===== src/rtl/cpu_pkg.sv =====
// Shared types and constants for the 8-bit pipeline.
// Holds width constants, the register index type and the writeback source decode.
package cpu_pkg;

  localparam int DATA_W = 8;
  localparam int NREGS  = 4;
  localparam int IDX_W  = 2;

  typedef logic [IDX_W-1:0] reg_idx_t;

  typedef enum logic [1:0] {
    WB_ALU,
    WB_DM,
    WB_IN
  } wb_src_e;

  // The input port select dominates the data select.
  function automatic wb_src_e wb_src_decode(
    input logic wb_sel,
    input logic data_sel
  );
    if (wb_sel) return WB_IN;
    return data_sel ? WB_DM : WB_ALU;
  endfunction

endpackage


===== src/rtl/wb_regfile_if.sv =====
// MEM/WB writeback bundle plus decode-stage read ports.
// master drives sources/indices; slave returns rd1/rd2/wb_value.
interface wb_regfile_if #(
  parameter int DATA_W = 8
);
  import cpu_pkg::*;

  logic [DATA_W-1:0] dm;
  logic [DATA_W-1:0] alu_ea;
  logic [DATA_W-1:0] in_port;
  reg_idx_t          ra;
  logic              wb_wb_sel;
  logic              wb_data_sel;
  logic              wb_reg_en;
  reg_idx_t          rs1;
  reg_idx_t          rs2;
  logic [DATA_W-1:0] rd1;
  logic [DATA_W-1:0] rd2;
  logic [DATA_W-1:0] wb_value;

  modport master (
    output dm, alu_ea, in_port, ra,
    output wb_wb_sel, wb_data_sel, wb_reg_en,
    output rs1, rs2,
    input  rd1, rd2, wb_value
  );

  modport slave (
    input  dm, alu_ea, in_port, ra,
    input  wb_wb_sel, wb_data_sel, wb_reg_en,
    input  rs1, rs2,
    output rd1, rd2, wb_value
  );

endinterface


===== src/rtl/regfile_4x8.sv =====
// Architectural register storage: async active-low clear, 1 write, 2 raw reads.
// Ports: clk, rst, we/waddr/wdata, raddr1/raddr2 -> rdata1/rdata2.
module regfile_4x8
  import cpu_pkg::*;
#(
  parameter int DATA_W = cpu_pkg::DATA_W,
  parameter int NREGS  = cpu_pkg::NREGS
) (
  input  logic              clk,
  input  logic              rst,
  input  logic              we,
  input  reg_idx_t          waddr,
  input  logic [DATA_W-1:0] wdata,
  input  reg_idx_t          raddr1,
  input  reg_idx_t          raddr2,
  output logic [DATA_W-1:0] rdata1,
  output logic [DATA_W-1:0] rdata2
);

  logic [DATA_W-1:0] regs [NREGS];

  always_ff @(posedge clk or negedge rst) begin
    if (!rst) begin
      for (int i = 0; i < NREGS; i++)
        regs[i] <= '0;
    end else if (we) begin
      regs[waddr] <= wdata;
    end
  end

  assign rdata1 = regs[raddr1];
  assign rdata2 = regs[raddr2];

endmodule


===== src/rtl/wb_regfile.sv =====
// Writeback stage: source mux, bypassed register reads, retire counter, last-write record.
// Ports: clk, rst (async active-low), bus (slave), retire_cnt, last_ra, last_val.
module wb_regfile
  import cpu_pkg::*;
#(
  parameter int DATA_W  = cpu_pkg::DATA_W,
  parameter int NREGS   = cpu_pkg::NREGS,
  parameter int CNT_W   = 16,
  parameter int R0_ZERO = 0
) (
  input  logic              clk,
  input  logic              rst,
  wb_regfile_if.slave       bus,
  output logic [CNT_W-1:0]  retire_cnt,
  output reg_idx_t          last_ra,
  output logic [DATA_W-1:0] last_val
);

  localparam bit R0Z = (R0_ZERO != 0);

  wb_src_e           src;
  logic [DATA_W-1:0] wb_value;
  logic [DATA_W-1:0] raw1;
  logic [DATA_W-1:0] raw2;
  logic              we;
  logic              hit1;
  logic              hit2;
  logic              z1;
  logic              z2;

  assign src = wb_src_decode(bus.wb_wb_sel, bus.wb_data_sel);

  always_comb begin
    wb_value = bus.alu_ea;
    unique case (src)
      WB_IN:   wb_value = bus.in_port;
      WB_DM:   wb_value = bus.dm;
      default: wb_value = bus.alu_ea;
    endcase
  end

  assign bus.wb_value = wb_value;

  // r0 writes are dropped in storage only; they still retire.
  assign we = bus.wb_reg_en && !(R0Z && bus.ra == '0);

  regfile_4x8 #(
    .DATA_W (DATA_W),
    .NREGS  (NREGS)
  ) u_rf (
    .clk    (clk),
    .rst    (rst),
    .we     (we),
    .waddr  (bus.ra),
    .wdata  (wb_value),
    .raddr1 (bus.rs1),
    .raddr2 (bus.rs2),
    .rdata1 (raw1),
    .rdata2 (raw2)
  );

  assign z1   = R0Z && bus.rs1 == '0;
  assign z2   = R0Z && bus.rs2 == '0;
  assign hit1 = bus.wb_reg_en && bus.ra == bus.rs1;
  assign hit2 = bus.wb_reg_en && bus.ra == bus.rs2;

  // Zero-register check outranks the bypass.
  assign bus.rd1 = z1 ? '0 : hit1 ? wb_value : raw1;
  assign bus.rd2 = z2 ? '0 : hit2 ? wb_value : raw2;

  always_ff @(posedge clk or negedge rst) begin
    if (!rst) begin
      retire_cnt <= '0;
      last_ra    <= '0;
      last_val   <= '0;
    end else if (bus.wb_reg_en) begin
      if (retire_cnt != '1)
        retire_cnt <= retire_cnt + 1'b1;
      last_ra  <= bus.ra;
      last_val <= wb_value;
    end
  end

endmodule


===== src/flat_wrapper.sv =====
// flat-port wrapper written by rule: the top's interface ports become plain ports
module wb_regfile_flat import cpu_pkg::*;
#(
  parameter int DATA_W  = cpu_pkg::DATA_W,
  parameter int NREGS   = cpu_pkg::NREGS,
  parameter int CNT_W   = 16,
  parameter int R0_ZERO = 0
)
  (clk, rst, retire_cnt, last_ra, last_val, bus_dm, bus_alu_ea, bus_in_port, bus_ra, bus_wb_wb_sel, bus_wb_data_sel, bus_wb_reg_en, bus_rs1, bus_rs2, bus_rd1, bus_rd2, bus_wb_value);
  wb_regfile_if #(.DATA_W(DATA_W)) bus_i ();
  input  logic clk;
  input  logic rst;
  output logic [CNT_W-1:0] retire_cnt;
  output reg_idx_t last_ra;
  output logic [DATA_W-1:0] last_val;
  input wire logic [$bits(bus_i.dm)-1:0] bus_dm;
  input wire logic [$bits(bus_i.alu_ea)-1:0] bus_alu_ea;
  input wire logic [$bits(bus_i.in_port)-1:0] bus_in_port;
  input wire logic [$bits(bus_i.ra)-1:0] bus_ra;
  input wire logic [$bits(bus_i.wb_wb_sel)-1:0] bus_wb_wb_sel;
  input wire logic [$bits(bus_i.wb_data_sel)-1:0] bus_wb_data_sel;
  input wire logic [$bits(bus_i.wb_reg_en)-1:0] bus_wb_reg_en;
  input wire logic [$bits(bus_i.rs1)-1:0] bus_rs1;
  input wire logic [$bits(bus_i.rs2)-1:0] bus_rs2;
  output wire logic [$bits(bus_i.rd1)-1:0] bus_rd1;
  output wire logic [$bits(bus_i.rd2)-1:0] bus_rd2;
  output wire logic [$bits(bus_i.wb_value)-1:0] bus_wb_value;
  assign bus_i.dm = bus_dm;
  assign bus_i.alu_ea = bus_alu_ea;
  assign bus_i.in_port = bus_in_port;
  assign bus_i.ra = bus_ra;
  assign bus_i.wb_wb_sel = bus_wb_wb_sel;
  assign bus_i.wb_data_sel = bus_wb_data_sel;
  assign bus_i.wb_reg_en = bus_wb_reg_en;
  assign bus_i.rs1 = bus_rs1;
  assign bus_i.rs2 = bus_rs2;
  assign bus_rd1 = bus_i.rd1;
  assign bus_rd2 = bus_i.rd2;
  assign bus_wb_value = bus_i.wb_value;
  wb_regfile #(.DATA_W(DATA_W), .NREGS(NREGS), .CNT_W(CNT_W), .R0_ZERO(R0_ZERO)) u_core (.clk(clk), .rst(rst), .bus(bus_i), .retire_cnt(retire_cnt), .last_ra(last_ra), .last_val(last_val));
endmodule

===== config.mk =====
export PLATFORM = sky130hd
export DESIGN_NAME = wb_regfile_flat
export DESIGN_NICKNAME = d
export VERILOG_FILES = /design/src/rtl/cpu_pkg.sv /design/src/rtl/wb_regfile_if.sv /design/src/rtl/regfile_4x8.sv /design/src/rtl/wb_regfile.sv /design/src/flat_wrapper.sv
export SDC_FILE = /design/constraint.sdc
export NUM_CORES = 1
export LEC_CHECK = 0
export BUFFER_PORTS_ARGS = -buffer_cell sky130_fd_sc_hd__buf_4
export CAP_MARGIN = 20
export CORE_ASPECT_RATIO = 1.5
export CORE_MARGIN = 5
export CORE_UTILIZATION = 40
export CTS_CLUSTER_DIAMETER = 50
export CTS_CLUSTER_SIZE = 16
export DETAILED_ROUTE_END_ITERATION = 12
export PLACE_DENSITY = 0.63
export SYNTH_ARGS = -nofsm -noshare
export SYNTH_HDL_FRONTEND = slang
export SYNTH_SLANG_ARGS = --single-unit
export TNS_END_PERCENT = 100

===== constraint.sdc =====
create_clock -name clk -period 3.37 [get_ports clk]
set_input_delay 0.337 -clock clk [delete_from_list [all_inputs] [get_ports clk]]
set_output_delay 0.337 -clock clk [all_outputs]
set_load 0.005 [all_outputs]

==> metrics <==
sequential area share after synthesis a little under half; Final Hold Fails 0; CTS resizes 0; WL/cell between 15 and 20 um; Top cell by count, worst path buf_4; via count around 2500; PD cells slightly below 600 mW/mm2; vias in the first global route between 2000 and 3000; Slew Limit Fails 0; H-tree depth 3; ANT cells 0; Detail Route Antenna Nets 0; Worst path max stage delay about 500 ps; post-detail-place hpwl between 5000 and 6000 um; worst-path fanout max 8; RSZ-0062 raised after global routing false; Net Count, Synth between 300 and 400; Total Wirelength 7510 um; crit end category primary output; final core occ between 50% and 60%; PnR Total Power ~2.4 mW; Crit path buffers/inverters 2; clk sinks slightly below 60; total gr overflow 0; Fin Setup TNS 0 ps; status complete, no violations; post-route clock skew roughly 6.1 ps; Critical Path RT between 3000 and 4000 ps; share of cells above drive strength 1 between 30% and 40%; CP arrival between 1500 and 2000 ps; GPL Wtd Cong 0.821; period utilization about three fifths; VDD IR-drop max 0.000419 V; Worst-Skew Late Latency roughly 320 ps; Worst Setup Slack post-DPL between 1000 and 1500 ps; Iter 0 DRT Violations 120; reg2reg path depth 4; Core Footprint between 0.007 and 0.008 mm2; CTS tree yes; initial antenna violation count 0; post-synthesis cell area about 0.0032 mm2; die area 0.00995 mm2; drt pass-1 iters 5; Initial Util between 40% and 50%; CP cell instances buf_4 -> mux2i_1 -> nor2_1 -> a21oi_1 -> o21ai_0 -> buf_4; area occupied by registers 0.00145 mm2; Filler cells ~750; vias per std cell around 5; Global Route Usage Sum between 10% and 20%; most common cell after layout, fill and taps aside buf_4; area of the multi-input gates between 0.0015 and 0.002 mm2; DRC 0; Slew @ Worst Pin around 740 ps; Slew headroom 50.7%; CTS Buffer Depth 2; r2r setup slk around 1700 ps; Min-Delay Path Class in -> async; most frequent cells in the layout buf_4 (87), dfrtp_1 (58), nand2_1 (54); Worst R2R Start u_core.retire_cnt[12]$_DFFE_PN0P_; largest net degree at the start of global routing slightly below 60; Finish-stage setup viols 0; final worst-path setup slack 1340 ps; die height 120 um; quantity of hold-fixing buffers added after cts 0; nets approximately 420; Syn Inst Count 310; Horiz. Die Dim between 80 and 90 um; LEAKAGE 2.01 nW; port buffer count 84; Fmax about 0.49 GHz; Startpoint Class primary input; global-route wire length before repair about 13000 um; flops & latches, synth 58; post-synth cell types 35; Root Buffer clkbuf_16; CTS buffer count 9; critical path type in -> out; Site Rows 40; worst hold slack around 76 ps; Ys Warns 0; Critical R2R Capture u_core.retire_cnt[1]$_DFFE_PN0P_; post-CTS setup buffers 0; minimum clock period ~2000 ps; Syn Area/Cell around 10 um2; Max Cap Violations 0; Crit path max-delay family compound AO/OA/AOI/OAI gates; I/O pins 85; critical path's slowest cell a21oi_1; P&R area growth vs syn 28.9%; clk slew on worst S/H paths around 50 ps
registers in the layout, summed over array words and instances (netlist names):
register           flops
u_core.retire_cnt     16
u_core.u_rf.regs      32
u_core.last_ra         2
u_core.last_val        8
stage by stage:
stage	cells	cell area, um2
2_1_floorplan	310	3210
5_1_grt	495	4140
4_1_cts	495	4140
6_report	495	4140
3_3_place_gp	480	3850
3_5_place_dp	480	3850
logic make-up (layout without fill, tap and decap cells):
| logic type | Yosys count | in the layout | synth area share [%] |
|---|---|---|---|
| and+or+nand+nor | 95 | 95 | 14.5 |
| AOI/OAI and AO/OA | 70 | 70 | 12.5 |
| DFF | 58 | 58 | 45.2 |
| buffers and inverters | 38 | 118 | 6.35 |
| muxes | 37 | 37 | 18.0 |
| xor gates and xnor gates | 11 | 11 | 3.00 |
| adders and majority gates | 1 | 1 | 0.390 |
metal layers:
metal,vias to the layer above,track usage [%],part of all wire [%]
li1,1244,-,-
met1,1185,18.4,41
met2,95,26.5,50
met3,14,4.95,6.6
met4,0,7.46,2.2
met5,-,0,0
where the power goes:
group,switching [mW],leakage (nW),internal (mW)
combinational,0.258,1.14,0.330
clock,0.294,0.142,0.585
sequential,0.113,0.733,0.820
area by class of cell:
cell class	instances	area share, %
clock inverters	3	0.968
clock buffers	12	5.96
well taps	105	3.18
repair buffers	87	15.8
flip-flops and latches	58	35.1
multi-input cells	214	37.6
inverters	16	1.45
synthesized netlist by cell type (all sizes together):
cell	count	area [um2]
and4	3	26.3
or3b	1	8.76
ha	1	12.5
nand3b	2	15.0
xor2	2	17.5
dfrtp	58	1450
buf	16	118
mux4	16	360
nor3	1	10.0
clkbuf	6	26.3
nor2	11	43.8
nand3	7	35.0
a41oi	1	8.76
nand2	54	203
mux2	3	37.5
o21ai	51	297
a31oi	1	6.26
inv	16	60.1
a21oi	15	75.1
and3	6	37.5
and2	3	21.3
xnor2	9	78.8
nand4	7	65.1
mux2i	18	180
o21a	2	15.0
worst max path at each step:
stage	depth (start not counted)	from	slack, ps	end
2_1_floorplan	5	bus_rs2[1]	1830	bus_rd2[0]
3_3_place_gp	6	bus_wb_data_sel	1310	bus_rd2[7]
3_5_place_dp	6	bus_wb_data_sel	1290	bus_rd2[3]
4_1_cts	6	bus_wb_data_sel	1300	bus_rd2[3]
5_1_grt	6	bus_wb_data_sel	1190	bus_rd2[3]
6_report	6	bus_wb_data_sel	1340	bus_rd2[3]
Power figures use the tool's default switching activity.
